<file path="config.mk">
export PLATFORM = sky130hd
export DESIGN_NAME = pc_ir_unit_flat
export DESIGN_NICKNAME = d
export VERILOG_FILES = /design/src/rtl/pc_ir_unit_pkg.sv /design/src/rtl/pc_ir_unit_if.sv /design/src/rtl/pc_ir_unit_pc_next.sv /design/src/rtl/pc_ir_unit.sv /design/src/flat_wrapper.sv
export SDC_FILE = /design/constraint.sdc
export NUM_CORES = 1
export LEC_CHECK = 0
export CAP_MARGIN = 25
export CORE_ASPECT_RATIO = 1.4
export CORE_MARGIN = 4
export CORE_UTILIZATION = 40
export CTS_CLUSTER_DIAMETER = 120
export DETAILED_ROUTE_END_ITERATION = 16
export GPL_TIMING_DRIVEN = 0
export PLACE_DENSITY = 0.72
export REMOVE_ABC_BUFFERS = 1
export SLEW_MARGIN = 0
export SYNTH_ARGS = -nofsm -noshare
export SYNTH_HDL_FRONTEND = slang
export SYNTH_SLANG_ARGS = --single-unit
export TNS_END_PERCENT = 30
</file>
<file path="constraint.sdc">
create_clock -name clk -period 2.4 [get_ports clk]
set_input_delay 0.36 -clock clk [delete_from_list [all_inputs] [get_ports clk]]
set_output_delay 0.36 -clock clk [all_outputs]
set_load 0.05 [all_outputs]
</file>
<file path="src/rtl/pc_ir_unit_pkg.sv">
// Shared opcode encodings, widths and reset constants
// for the PC / IR datapath stage.
package pc_ir_unit_pkg;

  localparam int ADDR_WIDTH = 5;
  localparam int DATA_WIDTH = 8;
  localparam int CNT_WIDTH  = 16;

  localparam logic [2:0] OPCODE_HLT = 3'd0;
  localparam logic [2:0] OPCODE_SKZ = 3'd1;
  localparam logic [2:0] OPCODE_ADD = 3'd2;
  localparam logic [2:0] OPCODE_AND = 3'd3;
  localparam logic [2:0] OPCODE_XOR = 3'd4;
  localparam logic [2:0] OPCODE_LDA = 3'd5;
  localparam logic [2:0] OPCODE_STO = 3'd6;
  localparam logic [2:0] OPCODE_JMP = 3'd7;

  // Non-HLT reset IR so a fresh core never looks halted.
  localparam logic [DATA_WIDTH-1:0] IR_RESET_VALUE =
    {OPCODE_SKZ, {ADDR_WIDTH{1'b0}}};

  typedef enum logic [1:0] {
    INC_HOLD = 2'd0,
    INC_ONE  = 2'd1,
    INC_TWO  = 2'd2,
    INC_BAD  = 2'd3
  } inc_t;

endpackage

</file>
<file path="src/rtl/pc_ir_unit_if.sv">
// Controller <-> PC/IR stage bundle: strobes and memory read
// data in, address / IR fields / debug state out.
interface pc_ir_if #(
  parameter int AW = 5,
  parameter int DW = 8,
  parameter int CW = 16
);
  logic          sel;
  logic          rd;
  logic          ld_ir;
  logic [1:0]    inc_pc;
  logic          ld_pc;
  logic          halt;
  logic [DW-1:0] mem_rdata;
  logic [AW-1:0] addr;
  logic [2:0]    opcode;
  logic [AW-1:0] operand;
  logic [AW-1:0] pc;
  logic [AW-1:0] inst_pc;
  logic [CW-1:0] retired;
  logic          halted;
  logic          seq_err;

  modport master (
    output sel, rd, ld_ir, inc_pc,
    output ld_pc, halt, mem_rdata,
    input  addr, opcode, operand, pc,
    input  inst_pc, retired, halted, seq_err
  );

  modport slave (
    input  sel, rd, ld_ir, inc_pc,
    input  ld_pc, halt, mem_rdata,
    output addr, opcode, operand, pc,
    output inst_pc, retired, halted, seq_err
  );
endinterface

</file>
<file path="src/rtl/pc_ir_unit_pc_next.sv">
// Combinational next-PC: jump beats increment, modulo add,
// flags illegal strobe combinations.
module pc_ir_unit_pc_next
  import pc_ir_unit_pkg::*;
#(
  parameter int AW = ADDR_WIDTH
) (
  input  logic [AW-1:0] pc,
  input  logic [AW-1:0] operand,
  input  logic          ld_pc,
  input  logic [1:0]    inc_pc,
  output logic [AW-1:0] pc_nxt,
  output logic          err
);

  inc_t inc;

  assign inc = inc_t'(inc_pc);

  always_comb begin
    pc_nxt = pc;
    err    = 1'b0;
    priority case (1'b1)
      ld_pc: begin
        pc_nxt = operand;
        err    = (inc != INC_HOLD);
      end
      (inc == INC_ONE): pc_nxt = pc + AW'(1);
      (inc == INC_TWO): pc_nxt = pc + AW'(2);
      (inc == INC_BAD): err = 1'b1;
      default: ;
    endcase
  end

endmodule

</file>
<file path="src/rtl/pc_ir_unit.sv">
// PC / IR datapath stage: address mux, IR, inst_pc, retire
// counter, sticky halted and seq_err. Ports: clk, rst, bus.
module pc_ir_unit
  import pc_ir_unit_pkg::*;
#(
  parameter int ADDR_W = ADDR_WIDTH,
  parameter int DATA_W = DATA_WIDTH,
  parameter int CNT_W  = CNT_WIDTH
) (
  input logic   clk,
  input logic   rst,
  pc_ir_if.slave bus
);

  logic [ADDR_W-1:0] pc;
  logic [ADDR_W-1:0] inst_pc;
  logic [DATA_W-1:0] ir;
  logic [CNT_W-1:0]  retired;
  logic              halted;
  logic              seq_err;
  logic [ADDR_W-1:0] operand;
  logic [ADDR_W-1:0] pc_nxt;
  logic              pc_err;

  assign operand = ir[ADDR_W-1:0];

  pc_ir_unit_pc_next #(.AW(ADDR_W)) u_pc_next (
    .pc      (pc),
    .operand (operand),
    .ld_pc   (bus.ld_pc),
    .inc_pc  (bus.inc_pc),
    .pc_nxt  (pc_nxt),
    .err     (pc_err)
  );

  // Jump target comes from the pre-load operand since ir is
  // only written at the same edge.
  always_ff @(posedge clk) begin
    if (rst) begin
      pc      <= '0;
      inst_pc <= '0;
      ir      <= DATA_W'(IR_RESET_VALUE);
      retired <= '0;
      halted  <= 1'b0;
      seq_err <= 1'b0;
    end else if (!halted) begin
      if (bus.halt) begin
        halted <= 1'b1;
      end else begin
        pc <= pc_nxt;
        if (pc_err)
          seq_err <= 1'b1;
        if (bus.ld_ir) begin
          if (bus.rd) begin
            ir      <= bus.mem_rdata;
            inst_pc <= pc;
            retired <= retired + CNT_W'(1);
          end else begin
            seq_err <= 1'b1;
          end
        end
      end
    end
  end

  assign bus.addr    = bus.sel ? pc : operand;
  assign bus.opcode  = ir[DATA_W-1 -: 3];
  assign bus.operand = operand;
  assign bus.pc      = pc;
  assign bus.inst_pc = inst_pc;
  assign bus.retired = retired;
  assign bus.halted  = halted;
  assign bus.seq_err = seq_err;

endmodule

</file>
<file path="src/flat_wrapper.sv">
// flat-port wrapper written by rule: the top's interface ports become plain ports
module pc_ir_unit_flat import pc_ir_unit_pkg::*;
#(
  parameter int ADDR_W = ADDR_WIDTH,
  parameter int DATA_W = DATA_WIDTH,
  parameter int CNT_W  = CNT_WIDTH
)
  (clk, rst, bus_sel, bus_rd, bus_ld_ir, bus_inc_pc, bus_ld_pc, bus_halt, bus_mem_rdata, bus_addr, bus_opcode, bus_operand, bus_pc, bus_inst_pc, bus_retired, bus_halted, bus_seq_err);
  pc_ir_if #(.AW(5), .DW(8), .CW(16)) bus_i ();
  input logic clk;
  input logic rst;
  input wire logic [$bits(bus_i.sel)-1:0] bus_sel;
  input wire logic [$bits(bus_i.rd)-1:0] bus_rd;
  input wire logic [$bits(bus_i.ld_ir)-1:0] bus_ld_ir;
  input wire logic [$bits(bus_i.inc_pc)-1:0] bus_inc_pc;
  input wire logic [$bits(bus_i.ld_pc)-1:0] bus_ld_pc;
  input wire logic [$bits(bus_i.halt)-1:0] bus_halt;
  input wire logic [$bits(bus_i.mem_rdata)-1:0] bus_mem_rdata;
  output wire logic [$bits(bus_i.addr)-1:0] bus_addr;
  output wire logic [$bits(bus_i.opcode)-1:0] bus_opcode;
  output wire logic [$bits(bus_i.operand)-1:0] bus_operand;
  output wire logic [$bits(bus_i.pc)-1:0] bus_pc;
  output wire logic [$bits(bus_i.inst_pc)-1:0] bus_inst_pc;
  output wire logic [$bits(bus_i.retired)-1:0] bus_retired;
  output wire logic [$bits(bus_i.halted)-1:0] bus_halted;
  output wire logic [$bits(bus_i.seq_err)-1:0] bus_seq_err;
  assign bus_i.sel = bus_sel;
  assign bus_i.rd = bus_rd;
  assign bus_i.ld_ir = bus_ld_ir;
  assign bus_i.inc_pc = bus_inc_pc;
  assign bus_i.ld_pc = bus_ld_pc;
  assign bus_i.halt = bus_halt;
  assign bus_i.mem_rdata = bus_mem_rdata;
  assign bus_addr = bus_i.addr;
  assign bus_opcode = bus_i.opcode;
  assign bus_operand = bus_i.operand;
  assign bus_pc = bus_i.pc;
  assign bus_inst_pc = bus_i.inst_pc;
  assign bus_retired = bus_i.retired;
  assign bus_halted = bus_i.halted;
  assign bus_seq_err = bus_i.seq_err;
  pc_ir_unit #(.ADDR_W(ADDR_W), .DATA_W(DATA_W), .CNT_W(CNT_W)) u_core (.clk(clk), .rst(rst), .bus(bus_i));
endmodule
</file>
==> results.cfg <==
[clock_tree]
cts_hold_repair.buffers = 0
clkTransAtPathRegs_ns = 0.07
ctsRootBufferMaster = sky130_fd_sc_hd__clkbuf_8
clock_tree.buffer_depth = 2
cts.htree.levels = 2
cts_tree = yes
worstSkewPairLatency_ns = 0.28
clock_sink_count = 36
cts_inserted_buffers = 5

[route]
first_iter_violations = 72
drt-wirelength-per-cell_um = 13.8
route.final.wire_length_um = 4190
drt.antenna.violating_nets = 0
detailedRoute.firstPassIterationCount = 4
number_of_vias_after_detailed_routing = 1667
number_of_remaining_drc_errors = 0
routed_via_density = 5.48

[worst_hold_path]
hold_crit_class = flop to flop
min_delay_worst_endpoint = u_core.bus.inst_pc[3]
hold-path-cell-count = 2
hold_path.startpoint = u_core.bus.inst_pc[3]

[worst_setup_path]
timing.critical_path.fanout_max = 21
cells_along_the_critical_path = clkdlybuf4s50_1 > and4bb_4 > nand4_2 > or4_1 > a21oi_1
cp_data_arrival_time_ns = 2.36
cp.buffers_inverters = 1
crit_family = simple AND/OR/NAND/NOR gates
timing.setup.critical_path_class = primary input to flop
worstSetupEndpointType = flop
worstSetupStartpointType = primary input
reg2reg_slack_ns = 0.53
reg2reg_depth = 4
worst_reg2reg_endpoint = u_core.bus.retired[15]
max_stage_delay_ns = 0.60
timing.critical_path.required_ns = 2.61
crit-reg2reg-launch = u_core.bus.halted
timing.critical_path.slowest_stage_cell = sky130_fd_sc_hd__and4bb_4

[final_layout]
nNetsFinal = 280
antennaDiodeCount = 0
sequential_standard_cell_area_um2 = 721
drive_above_1_share_pct = 6.90
fill_cells = 385
fin_cells = 304
final_area_um2 = 2400
multiInputGateArea_um2 = 925
area_added_between_synthesis_and_finish_pct = 41.8

[placement]
dp.cells = 296
place.port_buffers = 57
dpl_hpwl_um = 2940
gp_congestion = 0.778
placedInstanceArea_um2 = 2310

[power_and_ir_drop]
total_switching_power_uw = 331
comb_power_share_pct = 14.7
cellInternalPower_uw = 918
cellPowerDensity_nw_per_um2 = 520
seq_power_share_pct = 49.9
clock_power_share_pct = 35.3
total_power_uw = 1250
swShare_pct = 26.5
total_leakage_power_uw = 0.000871
vdd_ir_drop_max_mv = 0.342

[floorplan]
placementRows = 27
boundaryPins = 58
chipWidth_um = 63.0
core_region_area_um2 = 4020
fp.dieArea_um2 = 5350
starting_density_of_the_core_pct = 42.1
die_h_um = 85.0

[global_routing]
grt.total_usage_pct = 17.0
initial_antenna_violation_count = 0
first_global_vias = 1593
grt_first_pass_wirelength_um = 7420
grt_ovf = 0
pin_count_of_the_biggest_net_entering_global_routing = 26

[timing]
fmaxAchievable_mhz = 464
final.setup.tns_ns = 0
layout_min_cycle_time_ns = 2.15
final.period_utilization_pct = 89.7
max_slew_margin_pct = 58.0
timing.hold.ws_ns = 0.455
slew_violations = 0
clock-skew-final_ns = 0.00152
finalSetupViolCount = 0
worst_pin_slew_ns = 0.629
hold_violations = 0
setup_repair_after_global_routing_missed_its_margin = false

[yosys]
post_synth_inst_count = 203
synth.top_cells.by_area = sky130_fd_sc_hd__dfxtp_1, sky130_fd_sc_hd__a21oi_1, sky130_fd_sc_hd__nand2_1
postSynth.topFlopCell = sky130_fd_sc_hd__dfxtp_1
ys.warnings.count = 0
synth_edf_count = 0
netlist.area_leader.share_pct = 42.6
ys_types = 42
post_synth_instance_area_um2 = 1690
synthDominantAreaCellType = sky130_fd_sc_hd__dfxtp_1
ys_seq_elements = 36
synth-seq-area-share_pct = 42.6
async_flop_share_pct = 0
avgSynthCellArea_um2 = 8.34

[job]
maxCapViolCount = 0

[outcome]
outcome = finished, final reports clean
[sequential cells by signal (all words and copies together), names as in the netlist]
signal and count:
u_core.bus.halted 1, u_core.bus.inst_pc 5, u_core.bus.pc 5, u_core.bus.retired 16, u_core.bus.seq_err 1, u_core.ir 8
[how the worst max path moves through the flow]
stage	startpoint	end	depth (start not counted)
floorplan	u_core.bus.halted	u_core.bus.retired[15]	4
global placement	bus_halt	u_core.bus.retired[15]	5
detailed placement	bus_halt	u_core.bus.retired[15]	5
CTS	bus_halt	u_core.bus.retired[15]	5
global route	bus_halt	u_core.bus.retired[15]	5
finish	bus_halt	u_core.bus.retired[15]	5
[placed cells by master, fill, tap and decap left out, types with 6 or more instances in the layout]
cell type                         count
sky130_fd_sc_hd__clkbuf_8             6
sky130_fd_sc_hd__a21oi_1             28
sky130_fd_sc_hd__dfxtp_1             36
sky130_fd_sc_hd__clkdlybuf4s50_1     52
sky130_fd_sc_hd__or3_1                9
sky130_fd_sc_hd__nand3_1              7
sky130_fd_sc_hd__o21ai_0             12
sky130_fd_sc_hd__nand2_1             34
sky130_fd_sc_hd__nor2_1              11
[power by group through the flow]
stage                     clock network (uW)  logic, uW  registers [uW]
after floorplan                            0       59.6             674
after global placement                     0        181             637
after detailed placement                   0        187             637
after CTS                                459        185             624
after global routing                     483        199             626
final                                    441        184             624
[worst min-delay path, stage by stage, from the launching register on]
cell and delay (ns):
sky130_fd_sc_hd__dfxtp_1 0.31, sky130_fd_sc_hd__nand2_1 0.05, sky130_fd_sc_hd__a21oi_1 0.05
[area by class of cell]
class / count / area share (%)
Inverter: 5 / 0.782
Timing Repair Buffer: 58 / 24.7
Multi-Input combinational cell: 154 / 38.5
Sequential cell: 36 / 30.0
Clock buffer: 8 / 3.75
Tap cell: 43 / 2.24
[Yosys cell counts, types with 3 or more instances]
master,count
sky130_fd_sc_hd__o21ai_0,12
sky130_fd_sc_hd__xor2_1,3
sky130_fd_sc_hd__a21oi_1,28
sky130_fd_sc_hd__nor2_1,11
sky130_fd_sc_hd__clkbuf_1,6
sky130_fd_sc_hd__nand3_1,7
sky130_fd_sc_hd__ha_1,3
sky130_fd_sc_hd__dfxtp_1,36
sky130_fd_sc_hd__nor2b_1,3
sky130_fd_sc_hd__mux2_2,5
sky130_fd_sc_hd__or3_1,9
sky130_fd_sc_hd__inv_1,5
sky130_fd_sc_hd__and2_1,3
sky130_fd_sc_hd__xnor2_1,4
sky130_fd_sc_hd__nand2_1,34
[per-layer routing]
layer | routed length [um] | vias to the layer above | share of wire, % | GRT usage (%)
met4 | 58 | 0 | 1.4 | 6.83
met1 | 1780 | 771 | 43 | 19.6
li1 | - | 840 | - | -
met2 | 2100 | 50 | 50 | 29.7
met3 | 245 | 6 | 5.8 | 4.50
met5 | 0 | - | 0 | 0
[what timing repair did]
action                                  4_1_cts  5_1_grt
endpoints found under the setup margin        5        2
gates resized for setup                       5        1
endpoints found under the hold margin         0        0
buffers inserted                              0        0
[through the flow]
stage | util (%) | worst slack, ns
after floorplan | - | 0.430
after global placement | 56.8 | -0.192
after detailed placement | 57.5 | -0.216
after CTS | 59.6 | 0.0754
after global routing | 59.7 | 0.0983
final | 59.7 | 0.246
[logic make-up (layout without fill, tap and decap cells)]
kind of cell / Yosys count / after routing / share of synthesized area, %
mux: 7 / 7 / 4.51
buf+inv: 13 / 71 / 3.03
compound gates: 51 / 51 / 17.1
fa+ha+maj: 3 / 3 / 2.22
flops: 36 / 36 / 42.6
simple gates: 86 / 86 / 27.0
xor+xnor: 7 / 7 / 3.62
Power figures use the tool's default switching activity.
